[config.mk]
export PLATFORM = sky130hd
export DESIGN_NAME = pattern_tx_1100_flat
export DESIGN_NICKNAME = d
export VERILOG_FILES = /design/src/rtl/pattern_tx_1100_if.sv /design/src/rtl/pattern_tx_1100.sv /design/src/flat_wrapper.sv
export SDC_FILE = /design/constraint.sdc
export NUM_CORES = 1
export LEC_CHECK = 0
export CAP_MARGIN = 5
export CORE_MARGIN = 2
export CORE_UTILIZATION = 55
export DETAILED_ROUTE_END_ITERATION = 8
export PLACE_DENSITY = 0.79
export SYNTH_ARGS = -nofsm -noshare
export SYNTH_HDL_FRONTEND = slang
export SYNTH_SLANG_ARGS = --single-unit
export TNS_END_PERCENT = 20
[constraint.sdc]
create_clock -name clk -period 2.33 [get_ports clk]
set_input_delay 0.233 -clock clk [delete_from_list [all_inputs] [get_ports clk]]
set_output_delay 0.233 -clock clk [all_outputs]
set_load 0.05 [all_outputs]
[src/rtl/pattern_tx_1100_if.sv]
// Bus bundle for pattern_tx_1100: transmission request inputs and the
// serial stream / status outputs. The clock and reset stay plain ports on the block.
interface pattern_tx_1100_if #(
  parameter int PAT_W = 4
);
  logic             start;
  logic             use_def;
  logic [PAT_W-1:0] pattern;
  logic [3:0]       reps;
  logic             x;
  logic             valid;
  logic             busy;
  logic             done;

  // Requester side: issues start and pattern selection, observes the stream.
  modport master (
    output start, use_def, pattern, reps,
    input  x, valid, busy, done
  );

  // Transmitter side: consumes the request, produces the stream.
  modport slave (
    input  start, use_def, pattern, reps,
    output x, valid, busy, done
  );
endinterface

[src/rtl/pattern_tx_1100.sv]
// pattern_tx_1100: serial pattern transmitter.
// Sends a PAT_W-bit pattern MSB first, repeated reps times, on registered x/valid.
// busy covers the transmission and done pulses for one cycle at the end.
// Optional feature macro: PATTERN_TX_GAP_EN inserts one idle GAP cycle
// between consecutive repetitions. It is disabled by default.
module pattern_tx_1100 #(
  parameter int               PAT_W   = 4,
  parameter logic [PAT_W-1:0] DEF_PAT = 4'b1100
) (
  input  logic            clk,
  input  logic            reset,   // asynchronous, active-low
  pattern_tx_1100_if.slave bus
);

  localparam int               CNT_W    = (PAT_W > 1) ? $clog2(PAT_W) : 1;
  localparam logic [CNT_W-1:0] BIT_LAST = CNT_W'(PAT_W - 1);

`ifdef PATTERN_TX_GAP_EN
  typedef enum logic [1:0] {
    IDLE  = 2'd0,
    SHIFT = 2'd1,
    GAP   = 2'd2,
    FIN   = 2'd3
  } state_t;
`else
  typedef enum logic [1:0] {
    IDLE  = 2'd0,
    SHIFT = 2'd1,
    FIN   = 2'd3
  } state_t;
`endif

  state_t           state_q, state_d;
  logic [PAT_W-1:0] shreg_q, shreg_d;   // bits still to send in this repetition
  logic [PAT_W-1:0] pat_q,   pat_d;     // latched pattern, used for reloads
  logic [3:0]       reps_q,  reps_d;    // repetitions remaining, including the current one
  logic [CNT_W-1:0] bit_q,   bit_d;     // bits remaining in the current repetition minus one
  logic             x_q, valid_q, busy_q, done_q;
  logic             x_d, valid_d, busy_d, done_d;
  logic [PAT_W-1:0] sel_pat_s;

  // Next-state and datapath logic.
  // FIN accepts a start just like IDLE. A held start therefore restarts right after
  // the single FIN cycle, and busy is low there, so the inputs are live.
  always_comb begin
    state_d   = state_q;
    shreg_d   = shreg_q;
    pat_d     = pat_q;
    reps_d    = reps_q;
    bit_d     = bit_q;
    sel_pat_s = bus.use_def ? DEF_PAT : bus.pattern;

    case (state_q)
      IDLE, FIN: begin
        if (bus.start) begin
          shreg_d = sel_pat_s;
          pat_d   = sel_pat_s;
          reps_d  = bus.reps;
          bit_d   = BIT_LAST;
          if (bus.reps != 4'd0) begin
            state_d = SHIFT;
          end else begin
            state_d = FIN;
          end
        end else begin
          state_d = IDLE;
        end
      end

      SHIFT: begin
        if (bit_q == {CNT_W{1'b0}}) begin
          // Last bit of this repetition: reload and count the repetition off.
          shreg_d = pat_q;
          bit_d   = BIT_LAST;
          reps_d  = reps_q - 4'd1;
          if (reps_q != 4'd1) begin
`ifdef PATTERN_TX_GAP_EN
            state_d = GAP;
`else
            state_d = SHIFT;
`endif
          end else begin
            state_d = FIN;
          end
        end else begin
          shreg_d = {shreg_q[PAT_W-2:0], 1'b0};
          bit_d   = bit_q - {{(CNT_W-1){1'b0}}, 1'b1};
        end
      end

`ifdef PATTERN_TX_GAP_EN
      GAP: begin
        state_d = SHIFT;
      end
`endif

      default: begin
        state_d = IDLE;
      end
    endcase
  end

  // Output decode from the next state so the outputs can be registered alongside it.
  always_comb begin
    valid_d = (state_d == SHIFT);
    x_d     = valid_d & shreg_d[PAT_W-1];
`ifdef PATTERN_TX_GAP_EN
    busy_d  = (state_d == SHIFT) || (state_d == GAP);
`else
    busy_d  = (state_d == SHIFT);
`endif
    done_d  = (state_d == FIN);
  end

  // State, datapath and output registers. Reset aborts any transmission immediately.
  always_ff @(posedge clk or negedge reset) begin
    if (!reset) begin
      state_q <= IDLE;
      shreg_q <= {PAT_W{1'b0}};
      pat_q   <= {PAT_W{1'b0}};
      reps_q  <= 4'd0;
      bit_q   <= {CNT_W{1'b0}};
      x_q     <= 1'b0;
      valid_q <= 1'b0;
      busy_q  <= 1'b0;
      done_q  <= 1'b0;
    end else begin
      state_q <= state_d;
      shreg_q <= shreg_d;
      pat_q   <= pat_d;
      reps_q  <= reps_d;
      bit_q   <= bit_d;
      x_q     <= x_d;
      valid_q <= valid_d;
      busy_q  <= busy_d;
      done_q  <= done_d;
    end
  end

  assign bus.x     = x_q;
  assign bus.valid = valid_q;
  assign bus.busy  = busy_q;
  assign bus.done  = done_q;

endmodule
[src/flat_wrapper.sv]
// flat-port wrapper written by rule: the top's interface ports become plain ports
module pattern_tx_1100_flat 
#(
  parameter int               PAT_W   = 4,
  parameter logic [PAT_W-1:0] DEF_PAT = 4'b1100
)
  (clk, reset, bus_start, bus_use_def, bus_pattern, bus_reps, bus_x, bus_valid, bus_busy, bus_done);
  pattern_tx_1100_if #(.PAT_W(PAT_W)) bus_i ();
  input  logic clk;
  input  logic reset;
  input wire logic [$bits(bus_i.start)-1:0] bus_start;
  input wire logic [$bits(bus_i.use_def)-1:0] bus_use_def;
  input wire logic [$bits(bus_i.pattern)-1:0] bus_pattern;
  input wire logic [$bits(bus_i.reps)-1:0] bus_reps;
  output wire logic [$bits(bus_i.x)-1:0] bus_x;
  output wire logic [$bits(bus_i.valid)-1:0] bus_valid;
  output wire logic [$bits(bus_i.busy)-1:0] bus_busy;
  output wire logic [$bits(bus_i.done)-1:0] bus_done;
  assign bus_i.start = bus_start;
  assign bus_i.use_def = bus_use_def;
  assign bus_i.pattern = bus_pattern;
  assign bus_i.reps = bus_reps;
  assign bus_x = bus_i.x;
  assign bus_valid = bus_i.valid;
  assign bus_busy = bus_i.busy;
  assign bus_done = bus_i.done;
  pattern_tx_1100 #(.PAT_W(PAT_W), .DEF_PAT(DEF_PAT)) u_core (.clk(clk), .reset(reset), .bus(bus_i));
endmodule
==> out/summary.md, run 1 <==
Counting every net in the synthesized netlist gives 122. In this run the standard cell core region covers 1764 um2. The count of nets left with antenna violations once routing finished came out at 0.

After synthesis the netlist holds a flip-flop and latch count of 19. After synthesis, the share of cell area in mux cells is 5.667%. The number of standard cells after synthesis is 104, and the clock transition at the register clock pins on the worst setup and hold paths after CTS is 0.12 ns. Class of the tightest hold or removal check: primary input to async pin.

Setup violations remaining at the end of the flow were counted as 0. Of all cell types, the one taking the most synthesized area is sky130_fd_sc_hd__dfrtp_1. Summed over its instances, the top area cell type makes up 44.86% of the synthesized netlist area. STA classifies the critical path endpoint as a flip-flop.

The dominant combinational cell family by area after synthesis is compound AO/OA/AOI/OAI gates. Headroom to the max-slew limit came out at 55.99%. In the routed design, unresolved DRC markers number 0.

The cell area reported after detailed placement was 1216 um2; the worst setup slack after layout was 0.4296 ns. The most numerous cell type found on the critical path is sky130_fd_sc_hd__mux2i_1. The finished cells cover 1244 um2. In this run the horizontal extent of the chip is 47.90 um.

The largest individual stage delay along the critical path comes from the cell sky130_fd_sc_hd__ha_1. The classification of the worst setup path is flip-flop to flip-flop. The prevailing post-synth register cell was sky130_fd_sc_hd__dfrtp_1.

Compared with the post-synthesis result, the final layout area differs by 17.36%. Among cell families on the critical path, the largest total delay comes from adder cells. The number of vias per cell works out to 5.916. For the number of max-slew violations in the final report, the log shows 0. For this run, the top clock speed supported by timing is 526.2 MHz. For the total CTS buffers, the log shows 3.

No sink is reached through more buffers than the 2 on the longest clock path. In the synthesized netlist, the cells that appear most often are 19 x sky130_fd_sc_hd__dfrtp_1, 8 x sky130_fd_sc_hd__inv_1, 7 x sky130_fd_sc_hd__o21ai_0. In this run, post-CTS hold repair placed 0 buffers. The arithmetic-cell share of the synthesized area counting full adders, half adders and majority gates is 7.084%, and the number of global-route vias before repair is 845. Max-cap violations in this run came to 0.

The count of H-tree levels built during CTS was 1. Once detailed placement completed, the half-perimeter wirelength came to 1.531 mm. The initial antenna violation count is 0. Summed over all cells, the static leakage comes to 0.5554 nW.

The buffers plus inverters on the worst setup path is 1, and the number of nets at the end of the flow is 137. The run gives 22.70% as the aggregate global-route resource usage. STA puts the critical path data required time at 2.56 ns.

The signal on the critical path passes through inv_1, ha_1, mux2i_1, nor2_1, mux2i_1. Across all hold checks on the routed design, the worst slack comes to 0.2383 ns. The number of enable-type register cells in the synthesized netlist is 0, and the final critical delay including setup and external delays is 1.900 ns. The tools report the final weighted congestion in routability-driven placement as 0.7790.

For the detailed-route wire length, the log shows 2.167 mm. The tools report the critical path startpoint category as a flip-flop. Setup repair after global routing left no endpoint under its margin.

For the post-CTS setup-driven buffer insertion count, the log shows 0. Ranked by total cell area, the synthesized netlist is headed by sky130_fd_sc_hd__dfrtp_1 45%, sky130_fd_sc_hd__ha_1 7.1%, sky130_fd_sc_hd__mux2i_1 5.7%. The mean instance size in the synthesized netlist was 10.19 um2; the accumulated negative setup slack was 0 ns. On the final layout, the worst clock skew is 0.009888 ns. At the worst endpoint, the arrival time is 2.13 ns. The tree is rooted in a sky130_fd_sc_hd__clkbuf_4.

The flow ran to the end, and the final reports show no timing, DRC or antenna violations. Compound-gate portion of the synthesized area: 21.37%. The clock reaches the later pin of the worst-skew pair after 0.31 ns. Before antenna repair, the detailed router went through 4 iterations. The total power after layout was 0.001587 W; the total global routing overflow was 0.

Worst slack at placement: 0.5101 ns. The period utilization came out at 81.56%. After clock tree synthesis, the repair step resized 0 gates. Yosys printed 0 warnings. The antenna diode count is 0, and the count of buffers inserted at the top-level ports is 15. The share of synthesized cell area in and, or, nand and nor gates is 15.11%. TritonCTS built the clock tree. Maximum fanout encountered on the critical timing path: 20. The number of placement rows was 15; the post-synthesis sequential area ratio was 44.86%. At the pin with the least slew margin, the transition time is 0.6601 ns. For this configuration, the core starts out at a cell density of 60.07%. The first-pass GRT wire length is 3.581 mm. After the first detailed-routing iteration, the DRC count stood at 20.

The fraction of final layout cells with drive strength greater than 1 is 6.780%, and the worst stage delay on the critical path is 0.58 ns. The routed wire length per instance was 15.15 um; the number of library cell types mapped by synthesis was 34. The tree built by TritonCTS fans out to 19 sinks. For this design the ratio of total power to cell area is 1276 nW/um2.

By instance count, the leading cell after synthesis is sky130_fd_sc_hd__dfrtp_1. For this block, the via count after detailed routing is 846. The post-synthesis share of cell area spent on xor and xnor gates works out to 0%. VDD sags by at most 0.7031 mV. For the count of final hold-check violations, the log shows 0. The tools report the die footprint as 2294 um2.

Largest net degree at the start of global routing: 21. The number of top-level design ports was 16. Counting flops with an async set or reset pin after synthesis yields a share of 100.0%. For the post-synthesis instance area, the log shows 1060 um2. Floorplan die height: 47.90 um.
logic make-up (layout without fill, tap and decap cells):
kind of cell	count (synthesis)	after routing
adder cells (fa/ha/maj)	6	6
buffers and inverters	14	28
multiplexers	6	6
AND/OR/NAND/NOR	28	28
AO/OA/AOI/OAI	31	31
flip-flops	19	19
placed cells by master (no fill, tap or decap), types with 2 or more instances in the layout:
master / Yosys / layout
sky130_fd_sc_hd__nor2_1: 6 / 6
sky130_fd_sc_hd__o211ai_1: 2 / 2
sky130_fd_sc_hd__o22ai_1: 2 / 2
sky130_fd_sc_hd__nand3_1: 2 / 2
sky130_fd_sc_hd__a2bb2oi_1: 2 / 2
sky130_fd_sc_hd__nand2_1: 5 / 5
sky130_fd_sc_hd__inv_1: 8 / 8
sky130_fd_sc_hd__nor2b_1: 3 / 3
sky130_fd_sc_hd__ha_1: 6 / 6
sky130_fd_sc_hd__and3b_1: 2 / 2
sky130_fd_sc_hd__o21ai_0: 7 / 7
sky130_fd_sc_hd__clkbuf_4: 0 / 3
sky130_fd_sc_hd__dfrtp_1: 19 / 19
sky130_fd_sc_hd__mux2i_1: 6 / 6
sky130_fd_sc_hd__a22o_1: 5 / 5
sky130_fd_sc_hd__o221a_2: 2 / 2
sky130_fd_sc_hd__nand4_1: 2 / 2
sky130_fd_sc_hd__clkdlybuf4s50_1: 0 / 15
sky130_fd_sc_hd__a211oi_1: 2 / 2
sky130_fd_sc_hd__a21oi_1: 3 / 3
layout make-up:
type / instances / area, um2
Clock buffer: 3 / 22.52
Clock inverter: 1 / 5.005
Fill cell: 145 / 520.5
Inverter: 8 / 30.03
Multi-Input combinational cell: 71 / 521.8
Sequential cell: 19 / 475.5
Tap cell: 25 / 31.28
Timing Repair Buffer: 16 / 157.7
report_power, final:
group          internal, W  total (W)  switching [W]
registers         0.000465   0.000548      0.0000828
clock network    0.0000641   0.000173       0.000109
logic             0.000377   0.000866       0.000489
total             0.000905    0.00159       0.000681
registers in the layout (all words and copies together) (netlist names):
| register | cells |
|---|---|
| u_core.shreg_q | 4 |
| u_core.bus.done | 1 |
| u_core.pat_q | 4 |
| u_core.bus.x | 1 |
| u_core.reps_q | 4 |
| u_core.bus.valid | 1 |
| u_core.state_q | 2 |
| u_core.bit_q | 2 |
routing by layer:
layer | global-route usage, % | vias to the layer above | share of wire (%)
li1 | - | 405 | -
met1 | 29.30 | 420 | 51
met2 | 37.07 | 15 | 45
met3 | 3.774 | 6 | 2.4
met4 | 10.27 | 0 | 1.6
met5 | 0 | - | 0
path summary, 6_finish.rpt:
check                                  start          endpoint  slack, ns  cells after the start
max in group asynchronous              reset   u_core.bit_q[1]       1.88                      2
min                                    reset   u_core.pat_q[3]       0.24                      2
min in group clk             u_core.pat_q[2]   u_core.pat_q[2]       0.50                      2
max reg2reg                u_core.state_q[1]  u_core.reps_q[1]       0.43                      5
min reg2reg                  u_core.pat_q[2]   u_core.pat_q[2]       0.50                      2
max                        u_core.state_q[1]  u_core.reps_q[1]       0.43                      5
through the flow:
| stage | std cells | utilization (%) |
|---|---|---|
| 2_1_floorplan | 104 | - |
| 3_3_place_gp | 139 | 68.94 |
| 3_5_place_dp | 139 | 68.94 |
| 4_1_cts | 143 | 70.50 |
| 5_1_grt | 143 | 70.50 |
| 6_report | 143 | 70.50 |
Power figures use the tool's default switching activity.
==> inputs of run 2 (changes only) <==
--- a/config.mk
+++ b/config.mk
@@ -7,9 +7,9 @@
 export LEC_CHECK = 0
 export CAP_MARGIN = 5
 export CORE_MARGIN = 2
-export CORE_UTILIZATION = 55
+export CORE_UTILIZATION = 47
 export DETAILED_ROUTE_END_ITERATION = 8
-export PLACE_DENSITY = 0.79
+export PLACE_DENSITY = 0.72
 export SYNTH_ARGS = -nofsm -noshare
 export SYNTH_HDL_FRONTEND = slang
 export SYNTH_SLANG_ARGS = --single-unit
==> constraint.sdc (replaced) <==
create_clock -name clk -period 1.6 [get_ports clk]
set_input_delay 0.16 -clock clk [delete_from_list [all_inputs] [get_ports clk]]
set_output_delay 0.16 -clock clk [all_outputs]
set_load 0.05 [all_outputs]
==> out/summary.md, run 2 (synthesized netlist as in run 1, its figures left out) <==
The flow ran to the end, and the final reports show no timing, DRC or antenna violations. For the antenna diode count, the log shows 0. Leaving out fill and tap cells, the most frequent cell in the layout is sky130_fd_sc_hd__dfrtp_1. The routed wire length per instance works out to 13.84 um.

Horizontal die dimension: 51.49 um. The first TritonRoute pass finished after 4 iterations. For the count of H-tree levels built during CTS, the log shows 1. 16 I/O pins were placed. The number of global-route vias before repair is 828. The first-pass GRT wire length is 3.677 mm. The critical path startpoint category was a flip-flop. The residual DRC count is 0.

The HPWL after detailed placement is 1.626 mm. The startpoint identified for the worst register-to-register timing path is u_core.state_q[1]. At the pin with the least slew margin, the transition time is 0.2953 ns. Clock transition at the register clock pins on the worst setup and hold paths after CTS: 0.11 ns. After detailed placement, the design holds a cell count of 154. The tools report the master cell of the clock root buffer as sky130_fd_sc_hd__clkbuf_4. The layout overhead on the synthesized area was 28.45%. In the layout the commonest cells are 19 x sky130_fd_sc_hd__dfrtp_1, 18 x sky130_fd_sc_hd__buf_4, 11 x sky130_fd_sc_hd__clkdlybuf4s50_1.

Along the worst path, the maximum fanout reaches 6. The path class of the tightest hold or removal check is primary input to async pin. For the initial antenna violation count, the log shows 0.

The most critical setup path has its startpoint at u_core.state_q[1]. Prior to clock tree synthesis, the placed netlist has a worst setup slack of -0.006449 ns. CTS saw 19 sinks. TritonCTS built the clock tree. The placeable core region was 2170 um2; the final critical delay including setup and external delays was 1.501 ns. In this run the worst setup path terminates at u_core.bit_q[1]. The period utilization works out to 93.81%. Wires add up to 2.200 mm. The critical path is of the flip-flop to flip-flop type.

The fraction of final layout cells with drive strength greater than 1 is 22.90%, and the worst setup slack after layout is 0.09911 ns. In this run the core area contains 17 standard-cell rows. Input and output buffers added on the ports amount to 15. The area used by multi-input combinational logic is 549.3 um2. The largest registers in the layout are u_core.pat_q x4, u_core.reps_q x4, u_core.shreg_q x4. For this design the static power due to leakage is 0.6162 nW.

Static timing analysis puts the maximum clock frequency at 666.3 MHz. For this design, the CTS-stage hold fixing added 0 buffers. The initial utilization of the core area, before any placement, comes to 48.85%. The tools report the number of max-slew violations in the final report as 0. The die covers 2651 um2.

On the final layout, the worst hold slack is 0.1722 ns. Summed over all layers, the global routing overflow is 0. Max-cap violations in this run came to 0.

Measured on the finished design, the core utilization comes to 62.75%. For the overall via count from detail_route, the log shows 858. The maximum number of buffers from clock root to sink was 2; the area of all sequential standard cells was 475.5 um2.

The number of vias per cell came out at 5.396. IR analysis of the VDD net gives a maximum drop of 0.8739 mV. The tools report the final non-filler cell total as 159.

The number of fill cells came out at 197. STA classifies the critical path endpoint as a flip-flop. Power spread over the standard cell area amounts to 1872 nW/um2. The floorplan die height is 51.49 um, and the count of cells along the worst register-to-register path is 7. The arrival time at the worst endpoint was 1.70 ns; the final setup violation count was 0. The number of nets at the end of the flow came out at 150. The max-slew headroom at the worst pin was 79.75%; the worst-case clock skew was 0.009778 ns.

The logs give 0 for the count of final hold-check violations and 20 for the largest net degree at the start of global routing. The number of DRC markers after the initial detailed-route iteration is 15. Clock tree synthesis inserted a total of 3 buffers. For the aggregate global-route resource usage, the log shows 19.33%.

In this run the remaining antenna-violating nets after routing total 0. For the worst setup path, the data required time is 1.80 ns. The endpoint of the worst-slack reg-to-reg timing path is u_core.bit_q[1].

For the final weighted congestion in routability-driven placement, the log shows 0.7910. Setup repair after global routing left no endpoint under its margin. Across all register-to-register paths, the minimum setup slack is 0.1 ns. The clock reaches the later pin of the worst-skew pair after 0.30 ns.
[run 2: cell type report]
cell class / count / share of cell area, %
timing repair buffer: 29 / 18.01
sequential: 19 / 34.93
tap: 28 / 2.574
multi-input combinational: 71 / 40.35
clock buffer: 4 / 1.930
inverter: 8 / 2.206
[run 2: worst min path at each step]
stage / from / to
after floorplan: reset / u_core.bit_q[0]
after global placement: u_core.pat_q[3] / u_core.pat_q[3]
after detailed placement: u_core.pat_q[2] / u_core.pat_q[2]
after CTS: reset / u_core.reps_q[2]
after global routing: reset / u_core.reps_q[2]
final: reset / u_core.bit_q[1]
[run 2: where the power goes]
| group | internal, W | switching (W) | leakage (nW) |
|---|---|---|---|
| clock network | 0.0000972 | 0.000150 | 0.0150 |
| registers | 0.000677 | 0.000117 | 0.234 |
| logic | 0.000751 | 0.000757 | 0.368 |
| total | 0.00153 | 0.00102 | 0.616 |
[run 2: worst max-delay path, stage by stage (launching register included)]
cell,delay [ns]
sky130_fd_sc_hd__dfrtp_1,0.42
sky130_fd_sc_hd__inv_1,0.08
sky130_fd_sc_hd__ha_2,0.22
sky130_fd_sc_hd__buf_4,0.16
sky130_fd_sc_hd__buf_4,0.14
sky130_fd_sc_hd__nor2_1,0.10
sky130_fd_sc_hd__a21oi_1,0.05
sky130_fd_sc_hd__o221a_2,0.24
[run 2: repair_timing]
item                                    4_1_cts  5_1_grt
endpoints found under the setup margin        2       15
buffers inserted                              0        1
gates resized for setup                       0        7
pin swaps                                     0        0
[run 2: per-stage QoR]
| step | power [W] | setup TNS, ns | cell area, um2 |
|---|---|---|---|
| after floorplan | 0.001761 | 0 | 1060 |
| after global placement | 0.002189 | 0 | 1300 |
| after detailed placement | 0.002218 | -0.006449 | 1300 |
| after CTS | 0.002466 | -0.04066 | 1326 |
| after global routing | 0.002765 | 0 | 1361 |
| final | 0.002549 | 0 | 1361 |
[run 2: routing by layer]
metal	routed length, um	track usage (%)	up-vias
li1	-	-	438
met1	1040	25.33	398
met2	1031	30.56	17
met3	86	4.094	5
met4	42	8.772	0
met5	0	0	-
